## src/rtl/apb_pkg.sv

```systemverilog
// Shared types and constants for the APB master bridge.
package apb_pkg;

    localparam int unsigned APB_ADDR_W = 8;
    localparam int unsigned APB_DATA_W = 8;

    localparam logic [1:0] SLV1_REGION = 2'b00;
    localparam logic [1:0] SLV2_REGION = 2'b01;

    typedef enum logic [1:0] {
        IDLE   = 2'd0,
        SETUP  = 2'd1,
        ACCESS = 2'd2,
        DONE   = 2'd3
    } apb_state_e;

endpackage

```

## src/rtl/apb_addr_decode.sv

```systemverilog
// Maps the two region bits of an APB address onto a one-hot slave select.
module apb_addr_decode
    import apb_pkg::*;
(
    input  logic [1:0] region_i,
    output logic [1:0] sel_o,
    output logic       decode_err_o
);

    always_comb begin
        sel_o        = 2'b00;
        decode_err_o = 1'b0;
        unique case (region_i)
            SLV1_REGION: sel_o = 2'b01;
            SLV2_REGION: sel_o = 2'b10;
            default:     decode_err_o = 1'b1;
        endcase
    end

endmodule

```

## src/rtl/apb_master_bridge.sv

```systemverilog
// Single-outstanding command to APB SETUP/ACCESS requester for two slaves.
// Define APB_TIMEOUT_EN to abort ACCESS phases that exceed TIMEOUT_CYCLES.
module apb_master_bridge
    import apb_pkg::*;
#(
    parameter int unsigned ADDR_W = APB_ADDR_W,
    parameter int unsigned DATA_W = APB_DATA_W
`ifdef APB_TIMEOUT_EN
    ,
    parameter int unsigned TIMEOUT_CYCLES = 16
`endif
) (
    input  logic              PCLK,
    input  logic              PRESETn,
    input  logic              cmd_valid,
    output logic              cmd_ready,
    input  logic              cmd_write,
    input  logic [ADDR_W-1:0] cmd_addr,
    input  logic [DATA_W-1:0] cmd_wdata,
    output logic              rsp_valid,
    output logic [DATA_W-1:0] rsp_rdata,
    output logic              rsp_err,
    output logic              PSEL1,
    output logic              PSEL2,
    output logic              PENABLE,
    output logic              PWRITE,
    output logic [ADDR_W-1:0] PADDR,
    output logic [DATA_W-1:0] PWDATA,
    input  logic [DATA_W-1:0] PRDATA1,
    input  logic [DATA_W-1:0] PRDATA2,
    input  logic              PREADY
);

    apb_state_e        state_q, state_d;
    logic [1:0]        psel_q, psel_d;
    logic              penable_q, penable_d;
    logic              pwrite_q, pwrite_d;
    logic [ADDR_W-1:0] paddr_q, paddr_d;
    logic [DATA_W-1:0] pwdata_q, pwdata_d;
    logic [DATA_W-1:0] rdata_q, rdata_d;
    logic              err_q, err_d;

    logic [1:0]        dec_sel;
    logic              dec_err;
    logic              timeout;

    apb_addr_decode u_decode (
        .region_i     (cmd_addr[ADDR_W-1 -: 2]),
        .sel_o        (dec_sel),
        .decode_err_o (dec_err)
    );

`ifdef APB_TIMEOUT_EN
    localparam int unsigned CNT_W = $clog2(TIMEOUT_CYCLES) + 1;
    localparam logic [CNT_W-1:0] TO_LAST = CNT_W'(TIMEOUT_CYCLES - 1);

    logic [CNT_W-1:0] to_cnt_q, to_cnt_d;

    // Saturates at TO_LAST; the counter is zero in the first ACCESS cycle.
    always_comb begin
        to_cnt_d = to_cnt_q;
        if (state_q == SETUP) begin
            to_cnt_d = '0;
        end else if (state_q == ACCESS && !PREADY && to_cnt_q != TO_LAST) begin
            to_cnt_d = to_cnt_q + 1'b1;
        end
    end

    always_ff @(posedge PCLK or negedge PRESETn) begin
        if (!PRESETn) begin
            to_cnt_q <= '0;
        end else begin
            to_cnt_q <= to_cnt_d;
        end
    end

    assign timeout = (to_cnt_q == TO_LAST);
`else
    assign timeout = 1'b0;
`endif

    always_comb begin
        state_d   = state_q;
        psel_d    = psel_q;
        penable_d = penable_q;
        pwrite_d  = pwrite_q;
        paddr_d   = paddr_q;
        pwdata_d  = pwdata_q;
        rdata_d   = rdata_q;
        err_d     = err_q;
        unique case (state_q)
            IDLE: begin
                if (cmd_valid) begin
                    paddr_d  = cmd_addr;
                    pwdata_d = cmd_wdata;
                    pwrite_d = cmd_write;
                    rdata_d  = '0;
                    err_d    = dec_err;
                    if (dec_err) begin
                        state_d = DONE;
                    end else begin
                        psel_d  = dec_sel;
                        state_d = SETUP;
                    end
                end
            end
            SETUP: begin
                penable_d = 1'b1;
                state_d   = ACCESS;
            end
            ACCESS: begin
                if (PREADY) begin
                    psel_d    = 2'b00;
                    penable_d = 1'b0;
                    if (!pwrite_q) begin
                        rdata_d = psel_q[1] ? PRDATA2 : PRDATA1;
                    end
                    state_d = DONE;
                end else if (timeout) begin
                    psel_d    = 2'b00;
                    penable_d = 1'b0;
                    err_d     = 1'b1;
                    rdata_d   = '0;
                    state_d   = DONE;
                end
            end
            DONE: begin
                state_d = IDLE;
            end
        endcase
    end

    always_ff @(posedge PCLK or negedge PRESETn) begin
        if (!PRESETn) begin
            state_q   <= IDLE;
            psel_q    <= 2'b00;
            penable_q <= 1'b0;
            pwrite_q  <= 1'b0;
            paddr_q   <= '0;
            pwdata_q  <= '0;
            rdata_q   <= '0;
            err_q     <= 1'b0;
        end else begin
            state_q   <= state_d;
            psel_q    <= psel_d;
            penable_q <= penable_d;
            pwrite_q  <= pwrite_d;
            paddr_q   <= paddr_d;
            pwdata_q  <= pwdata_d;
            rdata_q   <= rdata_d;
            err_q     <= err_d;
        end
    end

    // Gated by reset so the requester never looks ready while held in reset.
    assign cmd_ready = (state_q == IDLE) && PRESETn;
    assign rsp_valid = (state_q == DONE);
    assign rsp_rdata = rdata_q;
    assign rsp_err   = err_q;
    assign PSEL1     = psel_q[0];
    assign PSEL2     = psel_q[1];
    assign PENABLE   = penable_q;
    assign PWRITE    = pwrite_q;
    assign PADDR     = paddr_q;
    assign PWDATA    = pwdata_q;

endmodule

```

## config.mk

```make
export PLATFORM = sky130hd
export DESIGN_NAME = apb_master_bridge
export DESIGN_NICKNAME = d
export VERILOG_FILES = /design/src/rtl/apb_pkg.sv /design/src/rtl/apb_addr_decode.sv /design/src/rtl/apb_master_bridge.sv
export SDC_FILE = /design/constraint.sdc
export NUM_CORES = 1
export LEC_CHECK = 0
export ABC_AREA = 1
export CAP_MARGIN = 20
export CORE_MARGIN = 2
export CORE_UTILIZATION = 37
export CTS_CLUSTER_SIZE = 10
export DETAILED_ROUTE_END_ITERATION = 7
export PLACE_DENSITY_LB_ADDON = 0.15
export SYNTH_ARGS = -nofsm -noshare
export SYNTH_HDL_FRONTEND = slang
export SYNTH_SLANG_ARGS = --single-unit
```

## constraint.sdc

```tcl
create_clock -name PCLK -period 1.2 [get_ports PCLK]
set_input_delay 0.24 -clock PCLK [delete_from_list [all_inputs] [get_ports PCLK]]
set_output_delay 0.24 -clock PCLK [all_outputs]
set_load 0.005 [all_outputs]
```

Word level (Yosys, flattened, before mapping) --
Cells that the tools add are included.
Operators by class: add/subtract/negate cells 0, $mul 0, div/mod/pow operators 0, $lt $le $gt $ge 0, eq/ne operators 8, shift operators 0, mux-type cells 17, bitwise gates (word level) 0, reductions and logical operators 11
Operators by type and width (count):
- 2-to-1 mux 8 bit | 4
- case mux 8 bit (2 select lines) | 1
- 2-to-1 mux 2 bit | 6
- inequality test 2 bit (second input constant) | 4
- case mux 2 bit (2 select lines) | 2
- case mux 2 bit (4 select lines) | 1
- AND reduction 4 bit | 2
- AND reduction 2 bit | 3
- equality test 2 x 1 -> 1 bit (second input constant) | 2
- equality test 2 bit (second input constant) | 2
- zero test 2 bit | 2
- nonzero test 2 bit | 2
- 2-to-1 mux 1 bit | 2
- case mux 1 bit (2 select lines) | 1
- OR reduction 2 bit | 1
- logical AND 1 bit | 1
Word-level totals: flip-flop bits (word level) 31, bits in latches 0, memory bits (writable) 0, memory bits (read-only) 0, input bits 37, memories kept 0

Logic depth before layout (Yosys ltp) --
word-level depth 5, mapped depth 8, mapped depth without buffers 8

Modules after synthesis --
From an unflattened synthesis, not the netlist that was laid out.
Unflattened totals: cell total of the unflattened synthesis 197, area, all modules 1561.5 um^2
Modules (own cells, without submodules):
- apb_master_bridge | instances 1, cells an instance 193, area an instance 1546.5 um^2
- apb_addr_decode | instances 1, cells an instance 4, area an instance 15.0 um^2

Least setup slack after synthesis --
Ideal clock, no wire load.
path kind flip-flop to flip-flop, from reg state_q[0], to reg pwrite_q, in the netlist PWRITE, arrival time 1.160 ns, slack -0.077 ns, stages on the path, launching flop included 8, path buffers 2, period minus slack after synthesis 1.277 ns, cells stage by stage dfrtp_1 inv_1 ha_1 nand2_2 buf_6 buf_6 nand2_1 nand2_1
Between the ends: longest elaborated chain between the ends 2
Ends and longest elaborated chain:
- from (decl) | RTL line apb_master_bridge.sv:34 | apb_state_e state_q, state_d;
- from (signal assigned) | RTL line apb_master_bridge.sv:144 | state_q <= state_d;
- zero test 2 bit | RTL line apb_master_bridge.sv:91 | unique case (state_q)
- AND reduction 2 bit (no line)
- to (signal assigned) | RTL line apb_master_bridge.sv:147 | pwrite_q <= pwrite_d;
- to (decl) | RTL line apb_master_bridge.sv:37 | logic pwrite_q, pwrite_d;
Every way passes these cells. A chain may end at the register's enable or synchronous reset.

Worst setup path in the final report --
from reg state_q[0], to out rsp_valid
Between the ends: longest elaborated chain between the ends 1
Ends and longest elaborated chain:
- equality test 2 bit | RTL line apb_master_bridge.sv:157 | assign rsp_valid = (state_q == DONE);
- to (decl) | RTL line apb_master_bridge.sv:20 | output logic rsp_valid,
Every way passes these cells.

==> summary.txt <==
CP max stage delay: 0.40 ns
Register area: 777 um2
Die height: 67.7 um
ANT cells: 0
Placeable Area: 0.00394 mm2
Average footprint of a synthesized cell: 7.95 um2
First-pass GRT wire length: 6610 um
Die Area: 0.00459 mm2
Crit path kind: flop to output pin
H-tree Lvls: 2
Via count: 1,550
Vias per Instance: 4.56
CP max FO: 2
Clk pin slew, worst setup/hold paths: 0.07 ns
Status: complete, but fails checks
Starting Density: 38.1%
R2R Path Start: state_q[0]
Worst Clk Skew: 0.00780 ns
MaxCap Viol Count: 0
Drt first pass iters: 4
I/O pin cnt: 68
Failing checks: setup timing
Final slew viol count: 0
# DRC: 0
Post-synth top flop: dfrtp_1
Synth area leader: dfrtp_1
Setup Viol. Count Final: 33
Post-synth ARST share: 100%
R2R depth: 10
Commonest cells in the netlist: nand2_1 (88), dfrtp_1 (31), nor2_1 (21)
Setup TNS Final: -4.75 ns
Seq cells post-synth: 31
Worst reg2reg setup slack: -0.23 ns
Vias in the first global route: 1,492
Sequential area share after synthesis: 51.6%
Initial antenna violation count: 0
Area of the multi-input gates: 922 um2
Die W: 67.7 um
DR WL/cell: 14.1 um
Layout Area Growth over Synthesis: 94.5%
Post-DRT Antenna Nets: 0
Cells after Synth: 189
Worst vdd ir: 1590 uV
Largest net degree at the start of global routing: 32
Cell depth of the worst setup path: 4
Total GRT Usage: 19.8%
CP delay by family, top: flip-flops
Crit path max-delay cell type: dfrtp_1
Crit end category: output pin
Critical R2R Capture: rsp_rdata[5]
RSZ-0062 raised after global routing: true
Clk sink count: 31
Slack of the critical path: -0.238 ns
Worst hold path class: input port to async pin
Final hold violation count: 0
Leakage: 1.49 nW
Placed Area: 0.00237 mm2
CTS tree: yes
Worst Setup Start Kind: flop
Synth Net Count: 232
Most common cell in the netlist: nand2_1
Detailed Route WL: 4790 um
Yosys warns: 0
Post-synth top area share: 51.6%
Worst slew pin tran: 0.403 ns
Clock Tree Root: clkbuf_8
Post-synthesis cell area: 0.00150 mm2
Max Freq: 0.696 GHz
Final Critical Period: 1.44 ns
Share of layout cells above drive strength 1: 36.6%
Tcrit/Tclk final: 120%
Final core occ: 74.1%
Largest cells by area after synthesis: dfrtp_1 (52%), nand2_1 (22%), nor2_1 (5.2%), ha_1 (5.0%), o21ai_0 (4.3%)
Pwr Density: 2490 mW/mm2
Relative slew slack: 73.2%
Max clock buf depth: 2
Port Buffers: 67
DRT iter0 DRCs: 47
Total CTS buffers: 5
CP cell instances: buf_4 > buf_6 > ha_4 > buf_2
Hpwl dp: 2850 um
Std-Cell Rows: 23
GRT overflow: 0
Distinct cells, synth: 17
Critical path buffers and inverters: 3
# fillers: 286
Finished Cell Area: 0.00292 mm2
Final nets: 332
Critical path arrival: 1.20 ns
EDFF count, synth: 0
Clk Latency, worst-skew pair: 0.28 ns
WP data required: 0.96 ns
Placer congestion estimate: 0.812
-- kinds of logic (layout without fill, tap and decap cells) --
logic type                 Yosys count  in the layout  synth area share, %
and+or+nand+nor                    118            118                 31.3
DFF                                 31             31                 51.6
buffers and inverters               19            120                 6.83
AOI/OAI and AO/OA                   15             15                 5.25
adders and majority gates            6              6                 5.00
-- metal layers --
layer	part of all wire [%]	routed length, um	GRT usage (%)	up-vias
li1	-	-	-	776
met1	38	1840	20.7	725
met2	55	2640	36.3	38
met3	4.8	231	5.50	11
met4	1.7	80	9.18	0
met5	0	0	0	-
-- layout make-up --
type / instances / share of cell area, %
Clock buffer: 6 / 2.83
Clock inverter: 2 / 1.20
Inverter: 14 / 2.57
Multi-Input combinational cell: 139 / 31.5
Sequential cell: 31 / 26.6
Tap cell: 50 / 2.14
Timing Repair Buffer: 98 / 33.1
-- how the worst max path moves through the flow --
stage,slack [ns],startpoint,to
after floorplan,-0.009,state_q[0],PWRITE
after global placement,-0.39,PRESETn,cmd_ready
after detailed placement,-0.38,PRESETn,cmd_ready
after CTS,-0.21,state_q[0],cmd_ready
after global routing,-0.31,state_q[0],rsp_rdata[1]
final,-0.24,state_q[0],rsp_valid
-- layout by cell type, fill, tap and decap left out, types with 3 or more instances in the layout --
| master | instances |
|---|---|
| ha_4 | 5 |
| o21ai_0 | 8 |
| dlygate4sd2_1 | 15 |
| nand2_8 | 3 |
| nor2_4 | 4 |
| inv_1 | 8 |
| o21ai_1 | 3 |
| nand2_4 | 12 |
| buf_6 | 7 |
| nand2_1 | 49 |
| clkbuf_8 | 6 |
| clkdlybuf4s50_1 | 36 |
| clkdlybuf4s15_1 | 14 |
| dfrtp_1 | 30 |
| buf_4 | 20 |
| nor2_1 | 18 |
| nand2_2 | 27 |
| o21ai_2 | 3 |
-- timing repair --
item | 4_1_cts | 5_1_grt
pin swaps | 10 | 27
hold buffers | 0 | 0
setup buffers | 7 | 5
setup endpoints to repair | 62 | 40
resized for setup | 74 | 68
cloned | 2 | 2
-- where the power goes --
part	internal, mW	switching, mW
Clock	0.671	0.394
Combinational	2.20	2.13
Sequential	1.53	0.356
Total	4.40	2.88
-- state kept, by name, summed over array words and instances, names as in the netlist --
register,count
PENABLE,1
rsp_err,1
rsp_rdata,8
PWDATA,8
psel_q,2
PWRITE,1
PADDR,8
state_q,2
-- worst register-to-register path, cell delays in order (launching register included) --
cell     delay [ns]
dfrtp_1        0.38
buf_6          0.12
inv_4          0.03
buf_6          0.12
ha_4           0.18
nand2_4        0.07
inv_2          0.04
nor2_4         0.15
nand2_8        0.09
nand2_2        0.07
nand2_1        0.05
-- through the flow --
| stage | instances | total power [mW] | hold WS [ns] | setup slack, ns |
|---|---|---|---|---|
| final | 340 | 7.28 | 0.419 | -0.238 |
| after global routing | 340 | 7.77 | 0.450 | -0.309 |
| after CTS | 333 | 6.37 | 0.436 | -0.212 |
| after detailed placement | 316 | 4.97 | 0.458 | -0.379 |
| after global placement | 316 | 4.92 | 0.454 | -0.391 |
| after floorplan | 189 | 3.40 | -0.0556 | -0.00943 |
(Power assumes the default switching activity.)
